File: src/rtl/jtag_master.sv
// jtag_master: parametrised JTAG TAP master.
//
// Drives TCK/TMS/TDI and captures TDO for four operations: IR scan, DR scan,
// TAP reset and Run-Test/Idle clocking. Every completed operation leaves the
// TAP parked in Run-Test/Idle. TCK is derived from clk: each TCK cycle is DIV
// clk cycles low followed by DIV clk cycles high.
//
// Ports:
//   clk    system clock (only clock in the block)
//   rst    asynchronous active-low reset
//   start  one-cycle command strobe, accepted only while idle
//   op     00 IR scan, 01 DR scan, 10 TAP reset, 11 idle clocks
//   len    scan length (00/01) or TCK count (11)
//   wdata  TDI data, shifted out LSB first
//   busy   operation in progress
//   done   one-cycle completion pulse
//   err    one-cycle pulse when a scan command is rejected
//   rdata  captured TDO, bit i sampled in shift cycle i
//   tck    JTAG clock
//   tms    JTAG mode select
//   tdi    JTAG data to the target
//   tdo    JTAG data from the target
module jtag_master #(
  parameter int SHIFT_W = 32,
  parameter int LEN_W   = 16,
  parameter int DIV     = 4
) (
  input  logic               clk,
  input  logic               rst,
  input  logic               start,
  input  logic [1:0]         op,
  input  logic [LEN_W-1:0]   len,
  input  logic [SHIFT_W-1:0] wdata,
  output logic               busy,
  output logic               done,
  output logic               err,
  output logic [SHIFT_W-1:0] rdata,
  output logic               tck,
  output logic               tms,
  output logic               tdi,
  input  logic               tdo
);

  localparam int DIV_W = (DIV > 1) ? $clog2(DIV) : 1;

  typedef enum logic [1:0] {
    OP_IR    = 2'b00,
    OP_DR    = 2'b01,
    OP_RESET = 2'b10,
    OP_IDLE  = 2'b11
  } op_e;

  typedef enum logic [1:0] {
    S_IDLE,
    S_RUN,
    S_FINISH
  } state_e;

  state_e             state;
  op_e                op_q;
  logic [LEN_W-1:0]   len_q;
  logic [LEN_W-1:0]   total_q;   // TCK cycles in the latched operation
  logic [LEN_W-1:0]   tck_idx;   // index of the TCK cycle currently on the pins
  logic [DIV_W-1:0]   div_cnt;
  logic               primed;    // first RUN cycle has driven the pins
  logic               reject_q;
  logic [SHIFT_W-1:0] wdata_q;   // shifts right; bit 0 is the next TDI bit
  logic [SHIFT_W-1:0] cap_mask;  // one-hot position of the next captured bit

  logic [1:0]         step_cur;  // {shift, tms} of the current TCK cycle
  logic [1:0]         step_nxt;  // {shift, tms} of the next TCK cycle
  logic [LEN_W-1:0]   nxt_idx;
  logic [SHIFT_W-1:0] wdata_adv;
  logic [LEN_W-1:0]   total_in;
  logic               scan_in;
  logic               bad_len;

  // TMS value and shift flag for TCK cycle i of an operation.
  function automatic logic [1:0] step_at(op_e o, logic [LEN_W-1:0] n,
                                         logic [LEN_W-1:0] i);
    logic [LEN_W-1:0] pre;
    logic             shift;
    logic             t;
    shift = 1'b0;
    t     = 1'b0;
    pre   = (o == OP_IR) ? LEN_W'(4) : LEN_W'(3);
    case (o)
      OP_IR, OP_DR: begin
        if (i < pre) begin
          // IR entry is 1,1,0,0; DR entry is 1,0,0.
          t = (o == OP_IR) ? (i < LEN_W'(2)) : (i == '0);
        end else if (i < pre + n) begin
          shift = 1'b1;
          t     = (i == pre + n - LEN_W'(1));  // last shift exits to Exit1
        end else begin
          t = (i == pre + n);                  // Update, then Run-Test/Idle
        end
      end
      OP_RESET: t = (i < LEN_W'(5));
      default:  t = 1'b0;
    endcase
    return {shift, t};
  endfunction

  // NOTE: every signal in this block is assigned on every path, so no latch
  // is inferred.
  always_comb begin
    step_cur  = primed ? step_at(op_q, len_q, tck_idx) : 2'b00;
    nxt_idx   = primed ? tck_idx + LEN_W'(1) : '0;
    step_nxt  = step_at(op_q, len_q, nxt_idx);
    wdata_adv = step_cur[1] ? (wdata_q >> 1) : wdata_q;
    scan_in   = (op[1] == 1'b0);
    bad_len   = (len == '0) || (len > LEN_W'(SHIFT_W));
    case (op)
      2'b00:   total_in = len + LEN_W'(6);
      2'b01:   total_in = len + LEN_W'(5);
      2'b10:   total_in = LEN_W'(6);
      default: total_in = len;
    endcase
  end

  // NOTE: all state uses non-blocking assignments so every register samples
  // pre-edge values regardless of statement order.
  always_ff @(posedge clk or negedge rst) begin
    if (!rst) begin
      state    <= S_IDLE;
      op_q     <= OP_IR;
      len_q    <= '0;
      total_q  <= '0;
      tck_idx  <= '0;
      div_cnt  <= '0;
      primed   <= 1'b0;
      reject_q <= 1'b0;
      wdata_q  <= '0;
      cap_mask <= '0;
      busy     <= 1'b0;
      done     <= 1'b0;
      err      <= 1'b0;
      rdata    <= '0;
      tck      <= 1'b0;
      tms      <= 1'b1;
      tdi      <= 1'b0;
    end else begin
      done <= 1'b0;
      err  <= 1'b0;
      case (state)
        S_IDLE: begin
          if (start) begin
            op_q     <= op_e'(op);
            len_q    <= len;
            total_q  <= total_in;
            wdata_q  <= wdata;
            tck_idx  <= '0;
            div_cnt  <= '0;
            primed   <= 1'b0;
            reject_q <= 1'b0;
            if (scan_in && bad_len) begin
              reject_q <= 1'b1;
              state    <= S_FINISH;
            end else if (!scan_in && op[0] && len == '0) begin
              state <= S_FINISH;  // zero idle clocks: just acknowledge
            end else begin
              state <= S_RUN;
              if (scan_in) begin
                rdata    <= '0;
                cap_mask <= SHIFT_W'(1);
              end
            end
          end
        end

        S_FINISH: begin
          err   <= reject_q;
          done  <= !reject_q;
          state <= S_IDLE;
        end

        S_RUN: begin
          if (!primed) begin
            // Put TCK cycle 0 on the pins; its low half starts now.
            primed <= 1'b1;
            busy   <= 1'b1;
            tck    <= 1'b0;
            tms    <= step_nxt[0];
            tdi    <= step_nxt[1] & wdata_q[0];
          end else if (div_cnt != DIV_W'(DIV - 1)) begin
            div_cnt <= div_cnt + 1'b1;
          end else begin
            div_cnt <= '0;
            if (!tck) begin
              tck <= 1'b1;
              if (step_cur[1] && tdo) begin
                rdata <= rdata | cap_mask;
              end
            end else begin
              tck <= 1'b0;
              if (step_cur[1]) begin
                cap_mask <= cap_mask << 1;
              end
              if (tck_idx == total_q - LEN_W'(1)) begin
                busy  <= 1'b0;
                done  <= 1'b1;
                tms   <= 1'b0;
                tdi   <= 1'b0;
                state <= S_IDLE;
              end else begin
                tck_idx <= nxt_idx;
                tms     <= step_nxt[0];
                tdi     <= step_nxt[1] & wdata_adv[0];
                wdata_q <= wdata_adv;
              end
            end
          end
        end

        default: state <= S_IDLE;
      endcase
    end
  end

endmodule

File: config.mk
export PLATFORM = sky130hd
export DESIGN_NAME = jtag_master
export DESIGN_NICKNAME = d
export VERILOG_FILES = /design/src/rtl/jtag_master.sv
export SDC_FILE = /design/constraint.sdc
export NUM_CORES = 1
export LEC_CHECK = 0
export ABC_AREA = 0
export CAP_MARGIN = 20
export CORE_ASPECT_RATIO = 0.7
export CORE_MARGIN = 5
export CORE_UTILIZATION = 30
export CTS_BUF_LIST = sky130_fd_sc_hd__clkbuf_4 sky130_fd_sc_hd__clkbuf_8 sky130_fd_sc_hd__clkbuf_16
export DETAILED_ROUTE_END_ITERATION = 16
export SLEW_MARGIN = 20
export SYNTH_ARGS = -nofsm -noshare
export SYNTH_HDL_FRONTEND = slang
export SYNTH_SLANG_ARGS = --single-unit
File: constraint.sdc
create_clock -name clk -period 5.4 [get_ports clk]
set_clock_uncertainty 0.05 [all_clocks]
set_input_delay 0.81 -clock clk [delete_from_list [all_inputs] [get_ports clk]]
set_output_delay 0.81 -clock clk [all_outputs]
set_load 0.01 [all_outputs]
Yosys cells after proc, flatten, opt, wreduce, memory -nomap -nowiden:

Index checks and enable logic that the tools add are counted.

* add/sub/neg operators: 7
* magnitude comparators: 9
* eq/ne operators: 27
* multiplexer cells: 85
* bitwise gates (word level): 4
* reductions and logical operators: 25

Operators with widths (count)
* two-way mux 32 bit: 22
* case mux 32 bit (2 select lines): 3
* two-way mux 16 bit: 6
* == test 16 bit: 5
* zero test 16 bit: 3
* < comparator 16 bit: 3
* case mux 16 bit (3 select lines): 1
* two-way mux 1 bit: 34
* adder 16 x 3 -> 16 bit, second input constant: 2
* < comparator 16 x 2 -> 1 bit, second input constant: 2
* < comparator 16 x 3 -> 1 bit, second input constant: 2
* bitwise OR 32 bit: 1
* case mux 16 bit (2 select lines): 1
* subtractor 16 x 1 -> 16 bit, second input constant: 2
* != test 2 bit, second input constant: 15
* two-way mux 2 bit: 11
* AND reduction 9 bit: 2
* adder 16 x 1 -> 16 bit, second input constant: 1
* adder 3 x 16 -> 16 bit: 1
* > comparator 16 x 6 -> 1 bit, second input constant: 1
* < comparator 16 x 3 -> 1 bit: 1
* case mux 1 bit (2 select lines): 4
* case mux 2 bit (2 select lines): 2
* AND reduction 7 bit: 1
* other kinds (18): 31

* register bits: 158
* input bits: 54
* output and inout bits: 38
* logic and storage cells: 175

Logic depth before layout (Yosys ltp):

Gate-level depths: netlist of the first run.

* depth after elaboration: 15
* gate-level depth with buffers: 19
* gate-level depth less buffers: 19

Worst setup path after synthesis of the first run:

Ideal clock, no wire load.

* kind: register to register
* start point: reg op_q[1]
* end point: reg tms
* setup time: 61 ps
* arrival: 3853 ps
* data required time: 5289 ps
* setup slack: 1436 ps
* stages on the path, launching flop included: 19
* buffers on the path: 0
* clock period less this slack: 3964 ps
* cells stage by stage: dfrtp_1 or2_1 inv_2 xnor2_1 ha_1 o21ai_1 a21oi_2 nand2_1 xnor2_1 inv_1 ha_1 and3_1 a221oi_1 o221ai_1 a2111o_1 a31oi_1 nand4_1 nor4_1 a31o_1

* cells in the longest elaborated chain, start to end: 12
* elaborated cells on any way between the ends: 19

RTL lines
* start: declaration: line 60 `op_e op_q;`
* start signal: assignment: line 149 `op_q <= op_e'(op);`
* zero test 2 bit: line 86, 87, 91
* two-way mux 3 bit: line 86 `pre = (o == OP_IR) ? LEN_W'(4) : LEN_W'(3);`
* adder 3 x 16 -> 16 bit: line 92, 94, 96
* subtractor 16 x 1 -> 16 bit: line 94 `t = (i == pre + n - LEN_W'(1));`
* == test 16 bit: line 94
* two-way mux 1 bit: line 92 `end else if (i < pre + n) begin`
* two-way mux 1 bit: line 89 `if (i < pre) begin`
* case mux 1 bit (2 select lines) *: line 87 `case (o)`
* two-way mux 1 bit: line 200 `if (tck_idx == total_q - LEN_W'(1)) begin`
* two-way mux 1 bit: line 190 `if (!tck) begin`
* two-way mux 1 bit: line 186 `end else if (div_cnt != DIV_W'(DIV - 1)) begin`
* two-way mux 1 bit *: line 179 `if (!primed) begin`
* end signal: assignment: line 184 `tms <= step_nxt[0];`
* end signal: assignment: line 208 `tms <= step_nxt[0];`
* end: declaration: line 39 `output logic tms,`

Every way passes the cells marked *; elsewhere a longest branch is shown, timed or not. The select of a mux whose other input is x is not followed.
A chain may end at the register's enable or synchronous reset.

Worst setup path in the final report of the first run:

Ends and elaborated chain as after synthesis.

==> reports/metrics.cfg, run 1 <==
[global_route]
grt_pass1_vias = 8090
groute.usage.overall_pct = 15.03
gr-total-overflow = 0
initial_antenna_violation_count = 0
grt_first_pass_wirelength_um = 45350
grt_max_degree = 98

[worst_setup_path]
cp-start-kind = register
crit_required_ns = 5.73
timing.critical_path.slowest_cell_delay_ns = 0.48
cpLargestDelayFamily = compound AO/OA/AOI/OAI gates
worst-setup-path-type = register to register
worstSetupEndpointType = register
cp.arrival_ns = 5.33
cp_max_fo = 11
worst_path_max_delay_cell = sky130_fd_sc_hd__dfrtp_1
critical_path_cell_sequence = or2_1 -> inv_2 -> xnor2_1 -> ha_1 -> o21ai_1 -> a21oi_2 -> nand2_1 -> xnor2_1 -> inv_1 -> ha_1 -> and3_1 -> a221oi_1 -> o221ai_1 -> a2111o_1 -> a31oi_1 -> nand4_1 -> nor4_1 -> a31o_1
cp_num_buf_inv = 2

[placed_design]
io_buffers = 91
dpl.cell_count = 1604
gp_congestion = 0.9247
hpwl_um = 20520

[finish]
fill_cells = 3376
antennaDiodeCount = 0
post_route_cells_drive_above_1_share_pct = 9.076
layout.cells.non_filler = 1636
areaGrowthSynthToFinish_pct = 18.86
final_util_pct = 35.92
final_nets = 1289

[routing]
iter_0_drt_violations = 719
drc = 0
drtAntennaViolNets = 0
routed_via_density = 5.196
routedWlPerCell_um = 17.29
routed_wl_um = 28280
vias = 8501
drt_first_pass_iters = 5

[floorplanning]
ios = 92
coreArea_um2 = 33280
initial_utilization_pct = 30.22
rows = 56
die_h_um = 163.2
design.die.area_um2 = 37350
die_x_um = 228.9

[power_and_ir_drop]
power_density_nw_per_um2 = 469.5
tot_pwr_uw = 5613
cellLeakagePower_uw = 0.005023
max_rail_drop_vdd_v = 0.0002699

[status]
run_status = complete, no violations

[timing]
setup-violations-final = 0
setup_repair_after_global_routing_missed_its_margin = no
final_max_slew_viol_count = 0
setup-tns-final_ns = 0
fmax_mhz = 199.8
finalCritPeriodShare_pct = 92.68
hold_violations = 0
fin_crit_ns = 5.005
worst_slew_pin_slew_ns = 0.9142
slew_headroom_pct = 38.41
final.hold.worst_slack_ns = 0.3810

[synthesis]
synth_async_sr_flop_share_pct = 100.0
synthesis.area_per_instance_um2 = 8.878
synth.ff_latch_count = 158
synthesis.nets = 1234
synth_enable_flop_cells = 0
ys.flop_type = sky130_fd_sc_hd__dfrtp_1
synth.cell_area_um2 = 10060
synthDistinctLibCells = 77
yosysWarnings = 0
synth_sequential_area_ratio_pct = 39.32
synthesis.instances = 1133

[clock_network]
path_clk_slew_ns = 0.07
cts_num_sinks = 158
clk_path_buf_depth = 2
tritoncts_clock_tree = built
h-tree-depth = 4
clock-root-buffer = sky130_fd_sc_hd__clkbuf_16
clk_latency_ns = 0.44
cts_made_buffers = 17
cts_post_setup_buffers_inserted = 0

[job]
maxCapViolCount = 0

[min_path]
timing.hold.worst.class = primary input to asynchronous set/reset pin

==> logic make-up (layout without fill, tap and decap cells) <==
kind of cell	count (synthesis)	count (layout)	share of synthesized area (%)
adder cells (fa/ha/maj)	47	47	5.846
XOR/XNOR	69	69	6.083
AND/OR/NAND/NOR	403	403	20.06
buffers and inverters	135	203	5.610
multiplexers	22	22	2.488
flip-flops	158	158	39.32
AO/OA/AOI/OAI	299	299	20.59
==> synthesized netlist by cell type, types with 9 or more instances <==
library cell | n | area [um2]
sky130_fd_sc_hd__or3_1 | 10 | 62.56
sky130_fd_sc_hd__a22o_1 | 18 | 157.7
sky130_fd_sc_hd__nand4_1 | 21 | 131.4
sky130_fd_sc_hd__xor2_1 | 17 | 148.9
sky130_fd_sc_hd__ha_1 | 47 | 588.1
sky130_fd_sc_hd__nand2b_1 | 18 | 112.6
sky130_fd_sc_hd__dfrtp_1 | 157 | 3929
sky130_fd_sc_hd__o221ai_2 | 20 | 300.3
sky130_fd_sc_hd__nand2_1 | 158 | 593.1
sky130_fd_sc_hd__nor2b_1 | 9 | 56.30
sky130_fd_sc_hd__nand3_1 | 30 | 150.1
sky130_fd_sc_hd__nor2_1 | 69 | 259.0
sky130_fd_sc_hd__o21ai_1 | 9 | 45.04
sky130_fd_sc_hd__o221ai_1 | 13 | 113.9
sky130_fd_sc_hd__nor3_1 | 25 | 125.1
sky130_fd_sc_hd__buf_2 | 21 | 105.1
sky130_fd_sc_hd__clkbuf_1 | 39 | 146.4
sky130_fd_sc_hd__a21oi_1 | 74 | 370.4
sky130_fd_sc_hd__mux2_2 | 13 | 146.4
sky130_fd_sc_hd__a211oi_1 | 10 | 75.07
sky130_fd_sc_hd__a21o_1 | 18 | 135.1
sky130_fd_sc_hd__xnor2_1 | 51 | 446.7
sky130_fd_sc_hd__inv_1 | 62 | 232.7
sky130_fd_sc_hd__o21ai_0 | 77 | 385.4
sky130_fd_sc_hd__nor4_1 | 16 | 100.1
==> placed cells by master (no fill, tap or decap), types with 17 or more instances in the layout <==
cell type                         instances
sky130_fd_sc_hd__nor2_1                  67
sky130_fd_sc_hd__nand4_1                 21
sky130_fd_sc_hd__ha_1                    47
sky130_fd_sc_hd__buf_4                   17
sky130_fd_sc_hd__clkbuf_16               17
sky130_fd_sc_hd__o221ai_2                20
sky130_fd_sc_hd__xnor2_1                 51
sky130_fd_sc_hd__xor2_1                  17
sky130_fd_sc_hd__a21o_1                  18
sky130_fd_sc_hd__nand2_1                157
sky130_fd_sc_hd__nand3_1                 30
sky130_fd_sc_hd__clkdlybuf4s50_1         90
sky130_fd_sc_hd__nand2b_1                18
sky130_fd_sc_hd__inv_1                   62
sky130_fd_sc_hd__dfrtp_1                157
sky130_fd_sc_hd__a22o_1                  18
sky130_fd_sc_hd__o21ai_0                 77
sky130_fd_sc_hd__nor3_1                  25
sky130_fd_sc_hd__a21oi_1                 73
==> routing by layer <==
layer / track usage, % / up-vias / part of all wire [%]
met5: 0 / - / 0
met4: 4.316 / 0 / 1.9
met3: 3.162 / 38 / 5.3
met2: 21.07 / 243 / 41
met1: 23.13 / 4076 / 52
li1: - / 4144 / -
==> area by class of cell <==
cell class	instances	area, um2	area share, %
clock inverters	13	151.4	1.266
repair buffers	108	1040	8.697
clock buffers	19	452.9	3.789
inverters	63	236.5	1.978
flip-flops and latches	158	3955	33.08
multi-input cells	840	5575	46.64
well taps	435	544.3	4.553
==> repair_timing <==
item / CTS / global route
endpoints found under the setup margin: 0 / 18
gates resized for setup: 0 / 2
hold buffers: 0 / 0
==> final timing paths <==
kind / startpoint / end / slack, ns / depth (start not counted)
min in group clk: cap_mask[31]$_DFFE_PN0P_ / cap_mask[31]$_DFFE_PN0P_ / 0.44 / 2
worst min register to register: cap_mask[31]$_DFFE_PN0P_ / cap_mask[31]$_DFFE_PN0P_ / 0.44 / 2
worst min-delay path: rst / rdata[29]$_DFFE_PN0P_ / 0.38 / 1
worst max register to register: op_q[1]$_DFFE_PN0P_ / tms$_DFFE_PN1P_ / 0.40 / 18
worst max-delay path: op_q[1]$_DFFE_PN0P_ / tms$_DFFE_PN1P_ / 0.40 / 18
max in group asynchronous: rst / total_q[10]$_DFFE_PN0P_ / 3.84 / 2
==> flip-flops by register name (all words and copies together), names as in the netlist <==
name and flops:
busy 1, cap_mask 32, div_cnt 2, done 1
err 1, len_q 16, op_q 2, primed 1
rdata 32, reject_q 1, state 2, tck 1
tck_idx 16, tdi 1, tms 1, total_q 16
wdata_q 32
==> stage by stage <==
step           setup slack [ns]  area [um2]
2_1_floorplan             1.436       10060
3_3_place_gp             0.5855       11340
3_5_place_dp             0.4134       11340
4_1_cts                  0.3846       11940
5_1_grt                  0.1273       11960
6_report                 0.3951       11960
==> where the power goes <==
part	leakage (uW)	switching (uW)	internal [uW]
clock	0.000295	535	715
combinational	0.00265	1580	1020
sequential	0.00208	298	1470
total	0.00502	2410	3200
Note: power is estimated with default switching activity, not from simulation.
==> inputs of run 2 (changes only) <==
--- a/config.mk
+++ b/config.mk
@@ -5,14 +5,14 @@
 export SDC_FILE = /design/constraint.sdc
 export NUM_CORES = 1
 export LEC_CHECK = 0
-export ABC_AREA = 0
+export ABC_AREA = 1
 export CAP_MARGIN = 20
 export CORE_ASPECT_RATIO = 0.7
 export CORE_MARGIN = 5
 export CORE_UTILIZATION = 30
 export CTS_BUF_LIST = sky130_fd_sc_hd__clkbuf_4 sky130_fd_sc_hd__clkbuf_8 sky130_fd_sc_hd__clkbuf_16
 export DETAILED_ROUTE_END_ITERATION = 16
-export SLEW_MARGIN = 20
+export SETUP_SLACK_MARGIN = 0.15
 export SYNTH_ARGS = -nofsm -noshare
 export SYNTH_HDL_FRONTEND = slang
 export SYNTH_SLANG_ARGS = --single-unit
==> run 2 against run 1 <==
  * Maximum frequency increased by 6.0%
  * Flip-flop and latch count unchanged
  * Setup slack improved by 0.28 ns
  * Clock power about the same
  * Non-clock buffer count decreased by 6
  * Final area increased by 6.4%
  * Sequential power increased by 4%
  * Via count increased by 25%
  * Largest power group unchanged
  * Synthesized cell count increased by 37%
  * Count of clock-buffer cells in the layout decreased by 1
  * Global-route usage increased by 1.7 points
==> reports/metrics.cfg, run 2 <==
[status]
run_status = complete, no violations  ; unchanged

[floorplanning]
coreArea_um2 = 35630  ; was 33280 um2
die_x_um = 236.1  ; was 228.9 um
die_h_um = 168.3  ; was 163.2 um
design.die.area_um2 = 39720  ; was 37350 um2
initial_utilization_pct = 30.13  ; was 30.22%
ios = 92  ; unchanged
rows = 58  ; was 56

[synthesis]
synth_enable_flop_cells = 0  ; unchanged
synth_largest_type_area_fraction_pct = 36.60  ; was 39.06%
synthesis.area_per_instance_um2 = 6.916  ; was 8.878 um2
netlist_top_cells_count = sky130_fd_sc_hd__nand2_1 (431), sky130_fd_sc_hd__inv_1 (224), sky130_fd_sc_hd__dfrtp_1 (157)  ; was sky130_fd_sc_hd__nand2_1 (158), sky130_fd_sc_hd__dfrtp_1 (157), sky130_fd_sc_hd__o21ai_0 (77)
yosysWarnings = 0  ; unchanged
synthDistinctLibCells = 50  ; was 77
synth.cell_area_um2 = 10730  ; was 10060 um2
synth_sequential_area_ratio_pct = 36.85  ; was 39.32%
synthesis.nets = 1653  ; was 1234
synthesis.instances = 1552  ; was 1133
synth.ff_latch_count = 158  ; unchanged
synthMostInstantiatedCell = sky130_fd_sc_hd__nand2_1  ; unchanged
ys_top_cells_by_area = sky130_fd_sc_hd__dfrtp_1 (37%), sky130_fd_sc_hd__nand2_1 (15%), sky130_fd_sc_hd__inv_1 (7.8%), sky130_fd_sc_hd__nand3_1 (6.0%), sky130_fd_sc_hd__ha_1 (5.5%)  ; was sky130_fd_sc_hd__dfrtp_1 (39%), sky130_fd_sc_hd__nand2_1 (5.9%), sky130_fd_sc_hd__ha_1 (5.8%), sky130_fd_sc_hd__xnor2_1 (4.4%), sky130_fd_sc_hd__o21ai_0 (3.8%)
synth_async_sr_flop_share_pct = 100.0  ; unchanged
ys.flop_type = sky130_fd_sc_hd__dfrtp_1  ; unchanged
synth_top_cell_by_area = sky130_fd_sc_hd__dfrtp_1  ; unchanged

[finish]
post_route_cells_drive_above_1_share_pct = 6.288  ; was 9.076%
antennaDiodeCount = 0  ; unchanged
final_cell_mix = sky130_fd_sc_hd__nand2_1 (431), sky130_fd_sc_hd__inv_1 (224), sky130_fd_sc_hd__dfrtp_1 (157)  ; was sky130_fd_sc_hd__nand2_1 (157), sky130_fd_sc_hd__dfrtp_1 (157), sky130_fd_sc_hd__clkdlybuf4s50_1 (90)
layout_commonest_cell = sky130_fd_sc_hd__nand2_1
final_nets = 1727  ; was 1289
areaGrowthSynthToFinish_pct = 18.56  ; was 18.86%
layout_top_registers = cap_mask x32, rdata x32, wdata_q x32  ; unchanged

[worst_setup_path]
crit_required_ns = 5.67  ; was 5.73 ns
cpMostUsedCell = sky130_fd_sc_hd__nand2_1
worst_path_max_delay_cell = sky130_fd_sc_hd__nand2_1  ; was sky130_fd_sc_hd__dfrtp_1
critical_path_cell_sequence = inv_2 -> nand2_1 -> ha_1 -> nand3_1 -> o21ai_2 -> nand3_1 -> inv_1 -> or2_1 -> nand2_1 -> ha_1 -> a2111oi_0 -> nand2_1 -> a31oi_1 -> nand3_1 -> buf_4 -> a21oi_2 -> nand2_1 -> o22ai_1  ; was or2_1 -> inv_2 -> xnor2_1 -> ha_1 -> o21ai_1 -> a21oi_2 -> nand2_1 -> xnor2_1 -> inv_1 -> ha_1 -> and3_1 -> a221oi_1 -> o221ai_1 -> a2111o_1 -> a31oi_1 -> nand4_1 -> nor4_1 -> a31o_1
cp_num_buf_inv = 3  ; was 2
cpLargestDelayFamily = compound AO/OA/AOI/OAI gates  ; unchanged
cp_max_fo = 34  ; was 11
cp-start-kind = register  ; unchanged
cp.arrival_ns = 4.99  ; was 5.33 ns
worstSetupEndpointType = register  ; unchanged
worst-setup-path-type = register to register  ; unchanged
timing.critical_path.slowest_cell_delay_ns = 0.61  ; was 0.48 ns

[routing]
drtAntennaViolNets = 0  ; unchanged
drc = 0  ; unchanged
iter_0_drt_violations = 1122  ; was 719
drt_first_pass_iters = 6  ; was 5
routedWlPerCell_um = 15.82  ; was 17.29 um
vias = 10590  ; was 8501
routed_wl_um = 33510  ; was 28280 um
routed_via_density = 5.002  ; was 5.196

[clock_network]
tritoncts_clock_tree = built  ; unchanged
cts_hold_repair.buffers = 0  ; unchanged
clock-root-buffer = sky130_fd_sc_hd__clkbuf_16  ; unchanged
cts_num_sinks = 158  ; unchanged
cts-resized-gates = 0  ; unchanged
cts_made_buffers = 17  ; unchanged
path_clk_slew_ns = 0.06  ; was 0.07 ns
clk_latency_ns = 0.44  ; about the same
clk_path_buf_depth = 2  ; unchanged
cts_post_setup_buffers_inserted = 0  ; unchanged
h-tree-depth = 4  ; unchanged

[timing]
final_max_slew_viol_count = 0  ; unchanged
finalCritPeriodShare_pct = 87.45  ; was 92.68%
fin_crit_ns = 4.722  ; was 5.005 ns
setup-tns-final_ns = 0  ; unchanged
hold_violations = 0  ; unchanged
setup-violations-final = 0  ; unchanged
worst_slew_pin_slew_ns = 1.065  ; was 0.9142 ns
fmax_mhz = 211.8  ; was 199.8 MHz
slew_headroom_pct = 28.81  ; was 38.41%
setup_repair_after_global_routing_missed_its_margin = no  ; unchanged

[global_route]
groute.usage.overall_pct = 16.78  ; was 15.03%
initial_antenna_violation_count = 1  ; was 0
grt_first_pass_wirelength_um = 54340  ; was 45350 um
grt_pass1_vias = 9977  ; was 8090
grt_max_degree = 70  ; was 98
gr-total-overflow = 0  ; unchanged

[power_and_ir_drop]
power_frac_clock_pct = 21.4  ; was 22.3%
power_switching_uw = 2782  ; was 2410 uW
seq_power_share_pct = 30.9  ; was 31.4%
swShare_pct = 47.00  ; was 42.93%
tot_pwr_uw = 5919  ; was 5613 uW
power_density_nw_per_um2 = 465.1  ; was 469.5 nW/um2
cellLeakagePower_uw = 0.005997  ; was 0.005023 uW
max_rail_drop_vdd_v = 0.0002376  ; was 0.0002699 V
p_int_uw = 3137  ; was 3203 uW
pwr-share-comb_pct = 47.7  ; was 46.3%

[placed_design]
hpwl_um = 25310  ; was 20520 um
gp_congestion = 0.9396  ; was 0.9247
io_buffers = 91  ; unchanged

[min_path]
timing.hold.worst.class = primary input to asynchronous set/reset pin  ; unchanged

[job]
maxCapViolCount = 0  ; unchanged

run 2: cell types whose count changed in the layout (fill, tap and decap cells not counted), sizes merged, moves of 10 or more:
| cell | delta |
|---|---|
| a21o | -17 |
| nand3 | +101 |
| xnor2 | -44 |
| inv | +165 |
| nor2 | +54 |
| or3 | -10 |
| mux2 | -14 |
| o21ai | +23 |
| o221ai | -32 |
| nand2 | +293 |
| o22ai | +48 |
| nor4 | -12 |
| a22o | -18 |
| nand2b | -18 |
run 2: area by class of cell:
class / count / area [um2]
Clock inverter: 13 / 165.2
Multi-Input combinational cell: 1115 / 5700
Tap cell: 480 / 600.6
Inverter: 232 / 870.8
Timing Repair Buffer: 102 / 994.7
Sequential cell: 158 / 3955
Clock buffer: 18 / 439.2
Fill cell: 3761 / 22910
run 2: logic make-up (layout without fill, tap and decap cells):
family                   count (synthesis)  in the layout  synth area share (%)
AO/OA/AOI/OAI                          260            260                 13.64
flip-flops                             158            158                 36.85
AND/OR/NAND/NOR                        780            780                 31.62
adder cells (fa/ha/maj)                 47             47                 5.478
XOR/XNOR                                28             28                 2.285
buffers and inverters                  279            365                 10.13
run 2: power groups by stage:
| stage | registers, uW | clock network (uW) | logic [uW] |
|---|---|---|---|
| floorplan | 1710 | 0 | 2130 |
| global placement | 1830 | 0 | 2750 |
| detailed placement | 1830 | 0 | 2800 |
| CTS | 1820 | 1290 | 2820 |
| global route | 1870 | 1340 | 3240 |
| finish | 1830 | 1270 | 2830 |
run 2: final timing paths:
kind                                    startpoint                        to  slack [ns]  depth (start not counted)
min                                            rst   wdata_q[17]$_DFFE_PN0P_        0.33                          1
max in group asynchronous                      rst      rdata[7]$_DFFE_PN0P_        3.71                          2
min reg2reg                wdata_q[14]$_DFFE_PN0P_   wdata_q[14]$_DFFE_PN0P_        0.42                          2
max                            op_q[1]$_DFFE_PN0P_  cap_mask[27]$_DFFE_PN0P_        0.68                         18
max reg2reg                    op_q[1]$_DFFE_PN0P_  cap_mask[27]$_DFFE_PN0P_        0.68                         18
min in group clk           wdata_q[14]$_DFFE_PN0P_   wdata_q[14]$_DFFE_PN0P_        0.42                          2
run 2: through the flow:
stage	setup slack, ns	hold WS [ns]	cell area (um2)	cells	util [%]
2_1_floorplan	2.024	0.3919	10730	1552	-
3_3_place_gp	0.9787	0.4067	12120	2087	34.02
3_5_place_dp	0.7848	0.4085	12120	2087	34.02
4_1_cts	0.7413	0.3510	12730	2118	35.72
5_1_grt	0.3241	0.3819	12730	2118	35.72
6_report	0.6776	0.3297	12730	2118	35.72
run 2: routing by layer:
layer  part of all wire, %  routed length (um)  GRT usage, %  up-vias
li1                      -                   -             -     5222
met1                    52               17510         26.80     5028
met2                    40               13540         23.68      315
met3                   6.4                2130         2.735       29
met4                  0.99                 332         3.229        0
met5                     0                   0             0        -
